### src/rtl/rtc_bus_reader.sv
`default_nettype none
// ============================================================================
// rtc_bus_reader : runs the multiplexed AD-bus cycles to the external RTC
//   (transfer-command write, then a 9-register scan) and publishes each byte.
//   Optional macro RTC_BCD_CHECK_EN: drop non-BCD bytes and flag bcd_err.
// Revision: 1.0
// ============================================================================
module rtc_bus_reader #(
  parameter int unsigned T_PULSE  = 10,
  parameter int unsigned T_REC    = 5,
  parameter logic [7:0]  CMD_ADDR = 8'hF0
) (
  input  logic       reloj,
  input  logic       resetM,
  input  logic       start,
  input  logic [7:0] ad_in,
  output logic [7:0] ad_out,
  output logic       ad_oe,
  output logic       rtc_ad,
  output logic       rtc_cs_n,
  output logic       rtc_rd_n,
  output logic       rtc_wr_n,
  output logic [3:0] posicion,
  output logic [7:0] dato,
  output logic       read,
  output logic       busy,
  output logic       done
`ifdef RTC_BCD_CHECK_EN
  ,
  output logic       bcd_err
`endif
);

  localparam logic [7:0] PULSE_LAST = 8'(T_PULSE - 1);
  localparam logic [7:0] REC_LAST   = 8'(T_REC - 1);

  typedef enum logic [3:0] {
    IDLE, A_SET, A_PULSE, A_REC, D_SET, D_PULSE, D_REC, PUBLISH, NEXT
  } state_t;

  state_t     state_q, state_d;
  logic       cmd_q, cmd_d;
  logic [3:0] idx_q, idx_d;
  logic [7:0] cnt_q, cnt_d;
  logic [7:0] cap_q, cap_d;
  logic [3:0] pos_q, pos_d;
  logic [7:0] dato_q, dato_d;
  logic       pub_ok;

  logic [7:0] ad_out_q, ad_out_d;
  logic       ad_oe_q, ad_oe_d, rtc_ad_q, rtc_ad_d;
  logic       cs_n_q, cs_n_d, rd_n_q, rd_n_d, wr_n_q, wr_n_d;
  logic       read_q, busy_q, done_q;

  function automatic logic [7:0] reg_addr(input logic [3:0] i);
    case (i)
      4'd0:    return 8'h21;
      4'd1:    return 8'h22;
      4'd2:    return 8'h23;
      4'd3:    return 8'h24;
      4'd4:    return 8'h25;
      4'd5:    return 8'h26;
      4'd6:    return 8'h41;
      4'd7:    return 8'h42;
      4'd8:    return 8'h43;
      default: return 8'h00;
    endcase
  endfunction

  always_comb begin
    state_d = state_q;
    cmd_d   = cmd_q;
    idx_d   = idx_q;
    cnt_d   = cnt_q;
    cap_d   = cap_q;
    pos_d   = pos_q;
    dato_d  = dato_q;
    case (state_q)
      IDLE: if (start) begin
        state_d = A_SET;
        cmd_d   = 1'b1;
        idx_d   = 4'd0;
      end
      A_SET: begin
        state_d = A_PULSE;
        cnt_d   = 8'd0;
      end
      A_PULSE: if (cnt_q == PULSE_LAST) begin
        state_d = A_REC;
        cnt_d   = 8'd0;
      end else cnt_d = cnt_q + 8'd1;
      A_REC: if (cnt_q == REC_LAST) begin
        state_d = D_SET;
        cnt_d   = 8'd0;
      end else cnt_d = cnt_q + 8'd1;
      D_SET: begin
        state_d = D_PULSE;
        cnt_d   = 8'd0;
      end
      D_PULSE: if (cnt_q == PULSE_LAST) begin
        state_d = D_REC;
        cnt_d   = 8'd0;
        if (!cmd_q) cap_d = ad_in;
      end else cnt_d = cnt_q + 8'd1;
      D_REC: if (cnt_q == REC_LAST) begin
        cnt_d = 8'd0;
        if (cmd_q) begin
          cmd_d   = 1'b0;
          state_d = A_SET;
        end else begin
          // dato/posicion load on entry so they are valid alongside read
          state_d = PUBLISH;
          if (pub_ok) begin
            dato_d = cap_q;
            pos_d  = idx_q;
          end
        end
      end else cnt_d = cnt_q + 8'd1;
      // PUBLISH chains straight into the next address phase; NEXT only closes the scan
      PUBLISH: if (idx_q == 4'd8) state_d = NEXT;
      else begin
        idx_d   = idx_q + 4'd1;
        state_d = A_SET;
      end
      NEXT:    state_d = IDLE;
      default: state_d = IDLE;
    endcase
  end

  // Bus pins are registered from the next state so they leave the block glitch-free
  always_comb begin
    ad_out_d = 8'h00;
    ad_oe_d  = 1'b0;
    rtc_ad_d = 1'b1;
    cs_n_d   = 1'b1;
    rd_n_d   = 1'b1;
    wr_n_d   = 1'b1;
    case (state_d)
      A_SET, A_PULSE, A_REC: begin
        ad_oe_d  = 1'b1;
        rtc_ad_d = 1'b0;
        ad_out_d = cmd_d ? CMD_ADDR : reg_addr(idx_d);
        if (state_d == A_PULSE) begin
          cs_n_d = 1'b0;
          wr_n_d = 1'b0;
        end
      end
      D_SET: ad_oe_d = cmd_d;
      D_PULSE: begin
        ad_oe_d = cmd_d;
        cs_n_d  = 1'b0;
        if (cmd_d) wr_n_d = 1'b0;
        else       rd_n_d = 1'b0;
      end
      default: ;
    endcase
  end

  always_ff @(posedge reloj) begin
    if (resetM) begin
      state_q  <= IDLE;
      cmd_q    <= 1'b0;
      idx_q    <= 4'd0;
      cnt_q    <= 8'd0;
      cap_q    <= 8'h00;
      pos_q    <= 4'd0;
      dato_q   <= 8'h00;
      ad_out_q <= 8'h00;
      ad_oe_q  <= 1'b0;
      rtc_ad_q <= 1'b1;
      cs_n_q   <= 1'b1;
      rd_n_q   <= 1'b1;
      wr_n_q   <= 1'b1;
      read_q   <= 1'b0;
      busy_q   <= 1'b0;
      done_q   <= 1'b0;
    end else begin
      state_q  <= state_d;
      cmd_q    <= cmd_d;
      idx_q    <= idx_d;
      cnt_q    <= cnt_d;
      cap_q    <= cap_d;
      pos_q    <= pos_d;
      dato_q   <= dato_d;
      ad_out_q <= ad_out_d;
      ad_oe_q  <= ad_oe_d;
      rtc_ad_q <= rtc_ad_d;
      cs_n_q   <= cs_n_d;
      rd_n_q   <= rd_n_d;
      wr_n_q   <= wr_n_d;
      read_q   <= (state_d == PUBLISH) && pub_ok;
      busy_q   <= (state_d != IDLE);
      done_q   <= (state_d == NEXT);
    end
  end

`ifdef RTC_BCD_CHECK_EN
  logic bcd_err_q;
  assign pub_ok = (cap_q[7:4] <= 4'd9) && (cap_q[3:0] <= 4'd9);
  always_ff @(posedge reloj) begin
    if (resetM)                              bcd_err_q <= 1'b0;
    else if (state_q == IDLE && start)       bcd_err_q <= 1'b0;
    else if (state_d == PUBLISH && !pub_ok)  bcd_err_q <= 1'b1;
  end
  assign bcd_err = bcd_err_q;
`else
  assign pub_ok = 1'b1;
`endif

  assign ad_out   = ad_out_q;
  assign ad_oe    = ad_oe_q;
  assign rtc_ad   = rtc_ad_q;
  assign rtc_cs_n = cs_n_q;
  assign rtc_rd_n = rd_n_q;
  assign rtc_wr_n = wr_n_q;
  assign posicion = pos_q;
  assign dato     = dato_q;
  assign read     = read_q;
  assign busy     = busy_q;
  assign done     = done_q;

endmodule
`default_nettype wire

### config.mk
export PLATFORM = sky130hd
export DESIGN_NAME = rtc_bus_reader
export DESIGN_NICKNAME = d
export VERILOG_FILES = /design/src/rtl/rtc_bus_reader.sv
export SDC_FILE = /design/constraint.sdc
export NUM_CORES = 1
export LEC_CHECK = 0
export ABC_CLOCK_PERIOD_IN_PS = 3100
export BUFFER_PORTS_ARGS = -buffer_cell sky130_fd_sc_hd__buf_2
export CAP_MARGIN = 20
export CORE_UTILIZATION = 45
export CTS_CLUSTER_DIAMETER = 80
export DETAILED_ROUTE_END_ITERATION = 10
export PLACE_DENSITY = 0.76
export SLEW_MARGIN = 30
export SYNTH_ARGS = -nofsm -noshare
export SYNTH_HDL_FRONTEND = slang
export SYNTH_SLANG_ARGS = --single-unit
### constraint.sdc
create_clock -name reloj -period 3.1 [get_ports reloj]
set_input_delay 0.93 -clock reloj [delete_from_list [all_inputs] [get_ports reloj]]
set_output_delay 0.93 -clock reloj [all_outputs]
set_load 0.01 [all_outputs]
======== Word level (Yosys, flattened, before mapping) ========
Memories as Yosys holds them, arrays and structs flattened.
Cells that the tools add are included.
cells by class
  eq/ne operators ......................... 17
  muxes and demuxes ....................... 25
  reductions and logical operators ........ 13
  bitwise logic cells ..................... 3
  add/subtract/negate cells ............... 2
operators by type and width
  operator                                             count
  two-way mux 4 bit                                    8
  case mux 4 bit (8 select lines)                      1
  equality test 4 x 3 -> 1 bit, second input constant  7
  two-way mux 8 bit                                    3
  case mux 8 bit (3 select lines)                      1
  equality test 4 x 2 -> 1 bit, second input constant  4
  OR reduction 2 bit                                   6
  adder 8 x 1 -> 8 bit, second input constant          1
  equality test 4 x 1 -> 1 bit, second input constant  2
  equality test 4 bit, second input constant           2
  equality test 8 x 3 -> 1 bit, second input constant  1
  equality test 8 x 4 -> 1 bit, second input constant  1
  case mux 1 bit (2 select lines)                      4
  case mux 4 bit (2 select lines)                      1
  two-way mux 1 bit                                    6
  AND reduction 3 bit                                  2
  OR reduction 3 bit                                   2
  adder 4 x 1 -> 4 bit, second input constant          1
  logical NOT 4 bit                                    1
  nonzero test 4 bit                                   1
  two-way mux 3 bit                                    1
  inverter 1 bit                                       3
  nonzero test 3 bit                                   1
storage, ports and cells
  logic and storage cells ................. 78
  output and inout bits ................... 28
  register bits ........................... 53
  memories kept ........................... 1
  input port bits ......................... 11
  memory bits (read-only) ................. 80
memory list
  name             words  width  rd ports  clocked after Yosys merged registers in  write ports  RTL line  text
  (no name shown)  16     5      1         0                                        0            56        case (i)

======== Logic depth before layout (Yosys ltp) ========
Gate-level depths: netlist of the first run.
  word-level depth ........................ 7
  depth in mapped cells ................... 10
  gate-level depth less buffers ........... 10

======== Worst setup path before layout of the first run ========
OpenSTA, ideal clock, no wires.
  kind .................................... input to register
  from .................................... in start
  to ...................................... reg ad_out_q[1] (netlist: ad_out[1])
  stages on the path ...................... 7
  library setup time ...................... 0.136 ns
  setup slack ............................. 0.428 ns
  required time ........................... 2.964 ns
  buffers on the path ..................... 0
  arrival time ............................ 2.536 ns
  path through ............................ or4b_1 a21oi_1 a2bb2oi_2 ha_1 a21boi_0 o311ai_0 a211oi_1
on the way
  longest elaborated chain between the ends .. 6
  elaborated cells between the ends (all ways) .. 13
  those cells by class .................... eq/ne (3); mux (6); bitwise (1); reduce/logical (2); memory (1)
RTL lines
  what                                                                                 RTL line  text
  start: declaration                                                                   15        input logic start,
  two-way mux 4 bit                                                                    79        IDLE: if (start) begin
  case mux 4 bit (8 select lines)                                                      78        case (state_q)
  equality test 4 x 2 -> 1 bit / equality test 4 x 1 -> 1 bit (equally long branches)  138       case (state_d)
  OR reduction 3 bit                                                                   138
  inverter 1 bit (no line)                                                             -
  OR reduction 3 bit (no line)                                                         -
  end signal: assignment                                                               185       ad_out_q <= ad_out_d;
  end: declaration                                                                     50        logic [7:0] ad_out_q, ad_out_d;
Several ways; a longest one is shown, not always the timed one.
A chain may end at the register's enable or synchronous reset.

======== Worst setup path after layout of the first run ========
  from .................................... reg idx_q[0]
  to ...................................... reg ad_out_q[1] (netlist: ad_out[1])
on the way
  longest elaborated chain between the ends .. 7
  elaborated cells between the ends (all ways) .. 14
  those cells by class .................... add/sub (1); eq/ne (4); mux (5); bitwise (1); reduce/logical (2); memory (1)
RTL lines
  what                                                              RTL line  text
  start: declaration                                                43        logic [3:0] idx_q, idx_d;
  start signal: assignment                                          180       idx_q <= idx_d;
  branches (longest 7 deep; another with memory read (16 x 5 bit))  -
Parallel ways; which one is timed is not known.

==> impl_metrics.json, run 1 <==
{
  "outcome": "complete, no violations",
  "hold_end": "dato[5]",
  "critPathBufInv": 1,
  "ios": 39,
  "synth_warnings": 0,
  "worstPathCellList": "inv_1, ha_1, nand3b_1, a22oi_2, a21boi_0, ha_1, a21boi_0, o311ai_0, a211oi_1",
  "seq_power_share_pct": 53.7,
  "rrSetupSlack_ps": 420,
  "r2r_end": "ad_out[1]",
  "maxCapViolations": 0,
  "finalHoldViolCount": 0,
  "syn-instance-count": 273,
  "grt_pass1_wl_um": 8480,
  "tritoncts": "yes",
  "cp_max_fo": 6,
  "rsz0062_at_grt": "no",
  "yosysTopAreaCell": "dfxtp_1",
  "period_share_pct": 86.4,
  "grtUsageTotal_pct": 17.6,
  "end_kind": "flip-flop",
  "setup_violations": 0,
  "clockBufferDepth": 2,
  "cp.arrival_ps": 2860,
  "fmax_ghz": 0.373,
  "insertedDiodeCount": 0,
  "period_minus_slack_ps": 2680,
  "ir_worst_vdd_uv": 218,
  "drive_gt1_share_pct": 24.3,
  "hold_depth": 2,
  "grt_max_degree": 36,
  "initialDrtViolationCount": 157,
  "clk_pin_slew_ps": 90,
  "timing.final.ws_setup_ps": 420,
  "core_um2": 5510,
  "dpl.hpwl_um": 3570,
  "fp.dieArea_um2": 5990,
  "fillers": 514,
  "swShare_pct": 27.1,
  "final_area_um2": 2800,
  "rows": 27,
  "p_comb_share_pct": 15.9,
  "hp-start": "dato[5]",
  "antenna_found_initial": 0,
  "cts_resized": 0,
  "synthTopCellsByArea": "dfxtp_1 40%, mux2i_1 4.3%, nand2_1 4.3%",
  "yosysSeqAreaShare_pct": 39.9,
  "syn_to_final_growth_pct": 9.49,
  "drc_errors": 0,
  "synth_flop_cell": "dfxtp_1",
  "die_w_um": 77.4,
  "overflow": 0,
  "dpl-instance-area_um2": 2710,
  "crit_slowest_cell": "a21boi_0",
  "synth_most_common_cell": "dfxtp_1",
  "switching_power_mw": 0.353,
  "p_leak_nw": 1.18,
  "drt_pre_antenna_iters": 4,
  "syn_area_um2": 2560,
  "netlist_top_cells_count": "51 x dfxtp_1, 29 x nand2_1, 25 x nor2_1",
  "final_nets": 322,
  "hold_buffers": 0,
  "first_global_vias": 1804,
  "vias": 2034,
  "tightest_slew_ps": 696,
  "gp_congestion": 0.849,
  "relSlewSlack_pct": 53.2,
  "cts-buffers-inserted": 5,
  "synth_cell_types": 65,
  "syn-num-nets": 291,
  "p_int_mw": 0.951,
  "root_buffer": "clkbuf_8",
  "cts_setup_buffers": 0,
  "crit_path_start_kind": "flip-flop",
  "clk_latency_ps": 300,
  "path_delay_family": "compound AO/OA/AOI/OAI gates",
  "dpl_worst_slack_ps": 305,
  "power_frac_clock_pct": 30.3,
  "synth-seq-cells": 51,
  "cpPeakStageDelay_ps": 560,
  "hp-class": "flip-flop to flip-flop",
  "avgSynthCellArea_um2": 9.37,
  "htree_num_levels": 2,
  "synth_edf_count": 0,
  "ant_nets": 0,
  "finClkSkew_ps": 6.72,
  "io_buffers": 37,
  "async_flop_share_pct": 0,
  "drt-total-wl_um": 5040,
  "tns_ps": 0,
  "powerDensity_nw_per_um2": 465,
  "slew_viol_final": 0,
  "worstReg2RegStart": "idx_q[0]",
  "path_class": "flip-flop to flip-flop",
  "synth_top_area_share_pct": 39.9,
  "cp.required_ps": 3280,
  "viasPerCell": 5.40,
  "avgRoutedWirePerCell_um": 13.4,
  "rr_worst_depth": 9,
  "die_y_um": 77.4,
  "clock-sinks": 51,
  "start_util_pct": 46.5
}
==> power by group through the flow <==
stage / registers, mW / logic, mW / clock network [mW]
floorplan: 0.724 / 0.145 / 0
global placement: 0.715 / 0.202 / 0
detailed placement: 0.716 / 0.206 / 0
CTS: 0.701 / 0.207 / 0.406
global route: 0.705 / 0.228 / 0.442
finish: 0.701 / 0.208 / 0.396
==> state kept, by name, indices dropped and copies added, names as in the netlist, 4 cells and up <==
| signal | count |
|---|---|
| idx_q | 4 |
| cnt_q | 8 |
| ad_out | 6 |
| dato | 8 |
| cap_q | 8 |
| posicion | 4 |
| state_q | 4 |
==> cell type report <==
class | count | area, µm² | area share, %
clock buffer | 7 | 86.3 | 3.08
sequential | 51 | 1020 | 36.4
timing repair buffer | 43 | 230 | 8.22
tap | 72 | 90.1 | 3.22
multi-input combinational | 192 | 1320 | 47.3
clock inverter | 1 | 8.76 | 0.313
inverter | 11 | 41.3 | 1.47
==> metal layers <==
metal  vias to the layer above  wire length, µm  global-route usage, %
li1                       1027                -                      -
met1                       945             2410                   24.1
met2                        56             2250                   26.7
met3                         6              309                   4.35
met4                         0               75                   6.42
met5                         -                0                      0
==> cells in the final DEF, fill, tap and decap left out, types with 3 or more instances in the layout <==
cell / Yosys / final
dfxtp_1: 51 / 51
buf_2: 1 / 37
nand2_1: 29 / 29
nor2_1: 25 / 25
a21oi_1: 20 / 20
inv_1: 11 / 11
mux2i_1: 11 / 11
nand3_1: 10 / 10
nor3_1: 7 / 7
ha_1: 7 / 7
clkbuf_8: 2 / 6
buf_4: 4 / 6
nand3b_1: 4 / 4
nand4b_1: 4 / 4
o21ai_0: 4 / 4
xor2_1: 4 / 4
or3_1: 3 / 3
nand4_1: 3 / 3
a211oi_1: 3 / 3
a31oi_1: 3 / 3
nor2b_1: 3 / 3
==> kinds of logic after synthesis <==
logic type / count (synthesis) / synth area share, %
xor gates and xnor gates: 5 / 1.71
DFF: 51 / 39.9
buffers and inverters: 30 / 8.36
adders and majority gates: 7 / 3.42
muxes: 12 / 4.74
AOI/OAI and AO/OA: 52 / 15.5
and+or+nand+nor: 115 / 26.3
other: 1 / 0.147
==> worst max-delay path by stage <==
stage,depth (start not counted),slack (ps),from,end
floorplan,7,430,start,ad_out[1]
global placement,8,330,start,ad_out[1]
detailed placement,8,300,start,ad_out[1]
CTS,7,460,state_q[3],ad_out[1]
global route,9,240,idx_q[1],ad_out[1]
finish,9,420,idx_q[0],ad_out[1]
==> worst min-delay path: stages (launching register included) <==
cell and delay (ps):
dfxtp_1 320, nand2_1 50, a21oi_1 50
==> per-stage QoR <==
step | hold slack (ps) | utilization (%) | cells | power, mW
after floorplan | 436 | - | 273 | 0.869
after detailed placement | 444 | 49.1 | 369 | 0.922
after CTS | 459 | 50.9 | 377 | 1.31
after global routing | 480 | 50.9 | 377 | 1.37
final | 454 | 50.9 | 377 | 1.30
after global placement | 437 | 49.1 | 369 | 0.917
Power figures use the tool's default switching activity.
==> run 2: changes to the inputs <==
Settings changed: CTS_BUF_LIST set to sky130_fd_sc_hd__clkbuf_4 sky130_fd_sc_hd__clkbuf_8.
==> impl_metrics.json, run 2 (synthesis results as in run 1) <==
{
  "hp-class": "flip-flop to flip-flop",
  "cp.arrival_ps": 2860,
  "initialDrtViolationCount": 160,
  "dpl.hpwl_um": 3570,
  "root_buffer": "clkbuf_8",
  "viasPerCell": 5.37,
  "tritoncts": "yes",
  "grt_max_degree": 36,
  "cp.required_ps": 3280,
  "start_util_pct": 46.5,
  "fp.dieArea_um2": 5990,
  "final_nets": 322,
  "grtUsageTotal_pct": 17.6,
  "rows": 27,
  "ir_worst_vdd_uv": 247,
  "period_minus_slack_ps": 2680,
  "finClkSkew_ps": 6.68,
  "first_global_vias": 1804,
  "drt-total-wl_um": 5050,
  "die_y_um": 77.4,
  "clockBufferDepth": 2,
  "htree_num_levels": 2,
  "syn_to_final_growth_pct": 9.63,
  "vias": 2023,
  "period_share_pct": 86.5,
  "drt_pre_antenna_iters": 4,
  "cts-buffers-inserted": 5,
  "die_w_um": 77.4,
  "core_um2": 5510,
  "relSlewSlack_pct": 53.6,
  "setup_violations": 0,
  "end_kind": "flip-flop",
  "crit_path_start_kind": "flip-flop",
  "fmax_ghz": 0.373,
  "rsz0062_at_grt": "no",
  "io_buffers": 37,
  "finalHoldViolCount": 0,
  "cts_setup_buffers": 0,
  "mostFrequentLayoutCells": "51 x dfxtp_1, 37 x buf_2, 29 x nand2_1",
  "p_leak_nw": 1.18,
  "antenna_found_initial": 0,
  "placed_cells": 369,
  "layout_commonest_cell": "dfxtp_1",
  "clk_pin_slew_ps": 90,
  "tightest_slew_ps": 689,
  "stdcell_count": 377,
  "drive_gt1_share_pct": 24.6,
  "cp_max_fo": 6,
  "cts_resized": 0,
  "tns_ps": 0,
  "hold_buffers": 0,
  "clk_latency_ps": 300,
  "grt_pass1_wl_um": 8480,
  "gp_congestion": 0.849,
  "outcome": "complete, no violations",
  "clock-sinks": 51,
  "drc_errors": 0,
  "avgRoutedWirePerCell_um": 13.4,
  "path_class": "flip-flop to flip-flop",
  "power.total_mw": 1.31,
  "ant_nets": 0,
  "slew_viol_final": 0,
  "maxCapViolations": 0,
  "ios": 39,
  "insertedDiodeCount": 0,
  "overflow": 0,
  "powerDensity_nw_per_um2": 468
}
==> run 2: layout make-up <==
| type | instances | area (µm²) |
|---|---|---|
| Multi-Input combinational cell | 192 | 1320 |
| Timing Repair Buffer | 43 | 230 |
| Tap cell | 72 | 90.1 |
| Clock inverter | 1 | 8.76 |
| Sequential cell | 51 | 1020 |
| Clock buffer | 7 | 90.1 |
| Fill cell | 513 | 2700 |
| Inverter | 11 | 41.3 |
==> run 2: per-stage QoR <==
step           worst slack [ps]  utilization (%)  hold WS [ps]  instance area, µm²
5_1_grt                     242             50.9           480                2810
2_1_floorplan               428                -           436                2560
3_3_place_gp                328             49.1           437                2710
3_5_place_dp                305             49.1           444                2710
6_report                    419             50.9           455                2810
4_1_cts                     463             50.9           459                2810
==> run 2: worst max-delay path, cell delays in order, from the launching register on <==
cell	delay, ps
dfxtp_1	410
inv_1	80
ha_1	190
nand3b_1	230
a22oi_2	160
a21boi_0	560
ha_1	360
a21boi_0	130
o311ai_0	310
a211oi_1	120
==> run 2: worst paths after layout <==
kind	from	slack, ps	depth (start not counted)	endpoint
max	idx_q[0]	420	9	ad_out[1]
min	dato[5]	460	2	dato[5]
max reg2reg	idx_q[0]	420	9	ad_out[1]
min reg2reg	dato[5]	460	2	dato[5]
==> run 2: power by group <==
part           switching (mW)  internal (mW)  total (mW)
registers              0.0179          0.683       0.701
clock network           0.213          0.192       0.405
logic                   0.122         0.0853       0.208
total                   0.353          0.960        1.31
==> run 2: layer usage <==
metal  track usage, %  vias to the layer above  wire [µm]
met3             4.35                        6        251
met2             26.7                       44       2250
met1             24.1                      946       2470
met5                0                        -          0
met4             6.42                        0         75
li1                 -                     1027          -
==> run 3: changes to the inputs <==
Settings changed: CAP_MARGIN 20 to 10, CORE_ASPECT_RATIO set to 1.25.
==> impl_metrics.json, run 3 (synthesis results as in run 1) <==
{
  "p_comb_share_pct": 14.9,
  "finalHoldViolCount": 0,
  "initialDrtViolationCount": 80,
  "root_buffer": "clkbuf_8",
  "outcome": "complete, no violations",
  "grtUsageTotal_pct": 17.4,
  "ir_worst_vdd_uv": 322,
  "setup_violations": 0,
  "switching_power_mw": 0.353,
  "tns_ps": 0,
  "start_util_pct": 47.0,
  "htree_num_levels": 2,
  "final_nets": 321,
  "period_minus_slack_ps": 2670,
  "cts-buffers-inserted": 5,
  "maxCapViolations": 0,
  "die_w_um": 69.4,
  "clk_pin_slew_ps": 90,
  "relSlewSlack_pct": 54.1,
  "fp.dieArea_um2": 5990,
  "fmax_ghz": 0.375,
  "cts_resized": 0,
  "finClkSkew_ps": 3.55,
  "overflow": 0,
  "cts_setup_buffers": 0,
  "path_class": "flip-flop to flip-flop",
  "grt_max_degree": 37,
  "cp_max_fo": 16,
  "cp.arrival_ps": 2850,
  "vias": 2070,
  "ios": 39,
  "hold_buffers": 0,
  "clock-sinks": 51,
  "io_buffers": 37,
  "period_share_pct": 86.1,
  "drive_gt1_share_pct": 24.3,
  "seq_power_share_pct": 50.9,
  "antenna_found_initial": 0,
  "ant_nets": 0,
  "insertedDiodeCount": 0,
  "tritoncts": "yes",
  "met2_usage_pct": 31.2,
  "rows": 30,
  "drt-total-wl_um": 5150,
  "clockBufferDepth": 2,
  "hp-class": "flip-flop to flip-flop",
  "drc_errors": 0,
  "power.total_mw": 1.38,
  "mostFrequentLayoutCells": "51 x dfxtp_1, 37 x buf_2, 29 x nand2_1",
  "viasPerCell": 5.63,
  "clk_latency_ps": 300,
  "cp.required_ps": 3280,
  "swShare_pct": 25.6,
  "rsz0062_at_grt": "no",
  "dpl.hpwl_um": 3610,
  "powerDensity_nw_per_um2": 492,
  "avgRoutedWirePerCell_um": 14.0,
  "drt_pre_antenna_iters": 4,
  "fin_hold_ws_ps": 456,
  "crit_path_start_kind": "flip-flop",
  "dpl-instance-area_um2": 2690,
  "p_int_mw": 1.03,
  "top_usage_layer": "met2",
  "use_met3_pct": 3.72,
  "grt_use_met1_pct": 19.9,
  "power_frac_clock_pct": 34.2,
  "first_global_vias": 1912,
  "syn_to_final_growth_pct": 9.68,
  "end_kind": "flip-flop",
  "die_y_um": 86.3,
  "gp_congestion": 0.821,
  "grt_pass1_wl_um": 8520,
  "tightest_slew_ps": 683,
  "final_area_um2": 2810,
  "p_leak_nw": 1.18,
  "core_um2": 5440,
  "layout_commonest_cell": "dfxtp_1",
  "slew_viol_final": 0
}
==> run 3: cell count changes in the layout (fill, tap and decap cells not counted) <==
cell,change
buf_4,-1
clkinv_4,-1
bufinv_16,+1
clkbuf_4,-1
clkinv_2,+1
==> run 3: worst max-delay path: stages (launching register included) <==
cell and delay, ps:
dfxtp_1 680, and4b_2 340, nand3_1 90, a21boi_0 520, ha_1 360, a21boi_0 130
o311ai_0 320, a211oi_1 120
==> run 3: routing by layer <==
metal / part of all wire, % / routed length, µm / up-vias
li1: - / - / 1025
met2: 50 / 2580 / 48
met4: 2.1 / 107 / 0
met5: 0 / 0 / -
met1: 44 / 2260 / 988
met3: 3.8 / 198 / 9
==> run 3: path summary, 6_finish.rpt <==
kind                    end  depth (start not counted)        from  slack [ps]
setup / recovery  ad_out[1]                          7  state_q[3]         430
hold / removal      dato[6]                          2     dato[6]         460
setup reg to reg  ad_out[1]                          7  state_q[3]         430
hold reg to reg     dato[6]                          2     dato[6]         460
==> run 3: final cells by class <==
cell class / instances / area, µm²
Multi-Input combinational cell: 192 / 1320
Tap cell: 64 / 80.1
Inverter: 11 / 41.3
Clock buffer: 6 / 82.6
Sequential cell: 51 / 1020
Clock inverter: 2 / 35.0
Fill cell: 492 / 2640
Timing Repair Buffer: 42 / 223
==> run 3: through the flow <==
stage          std cells  utilization [%]  setup slack [ps]
5_1_grt              368             51.6               240
6_report             368             51.6               430
4_1_cts              368             51.6               443
2_1_floorplan        273                -               428
3_3_place_gp         360             49.4               329
3_5_place_dp         360             49.4               293
==> run 3: power groups by stage <==
stage | clock (mW) | sequential [mW] | combinational, mW
finish | 0.473 | 0.704 | 0.205
global route | 0.516 | 0.706 | 0.223
CTS | 0.485 | 0.703 | 0.205
detailed placement | 0 | 0.718 | 0.202
global placement | 0 | 0.717 | 0.199
floorplan | 0 | 0.724 | 0.145
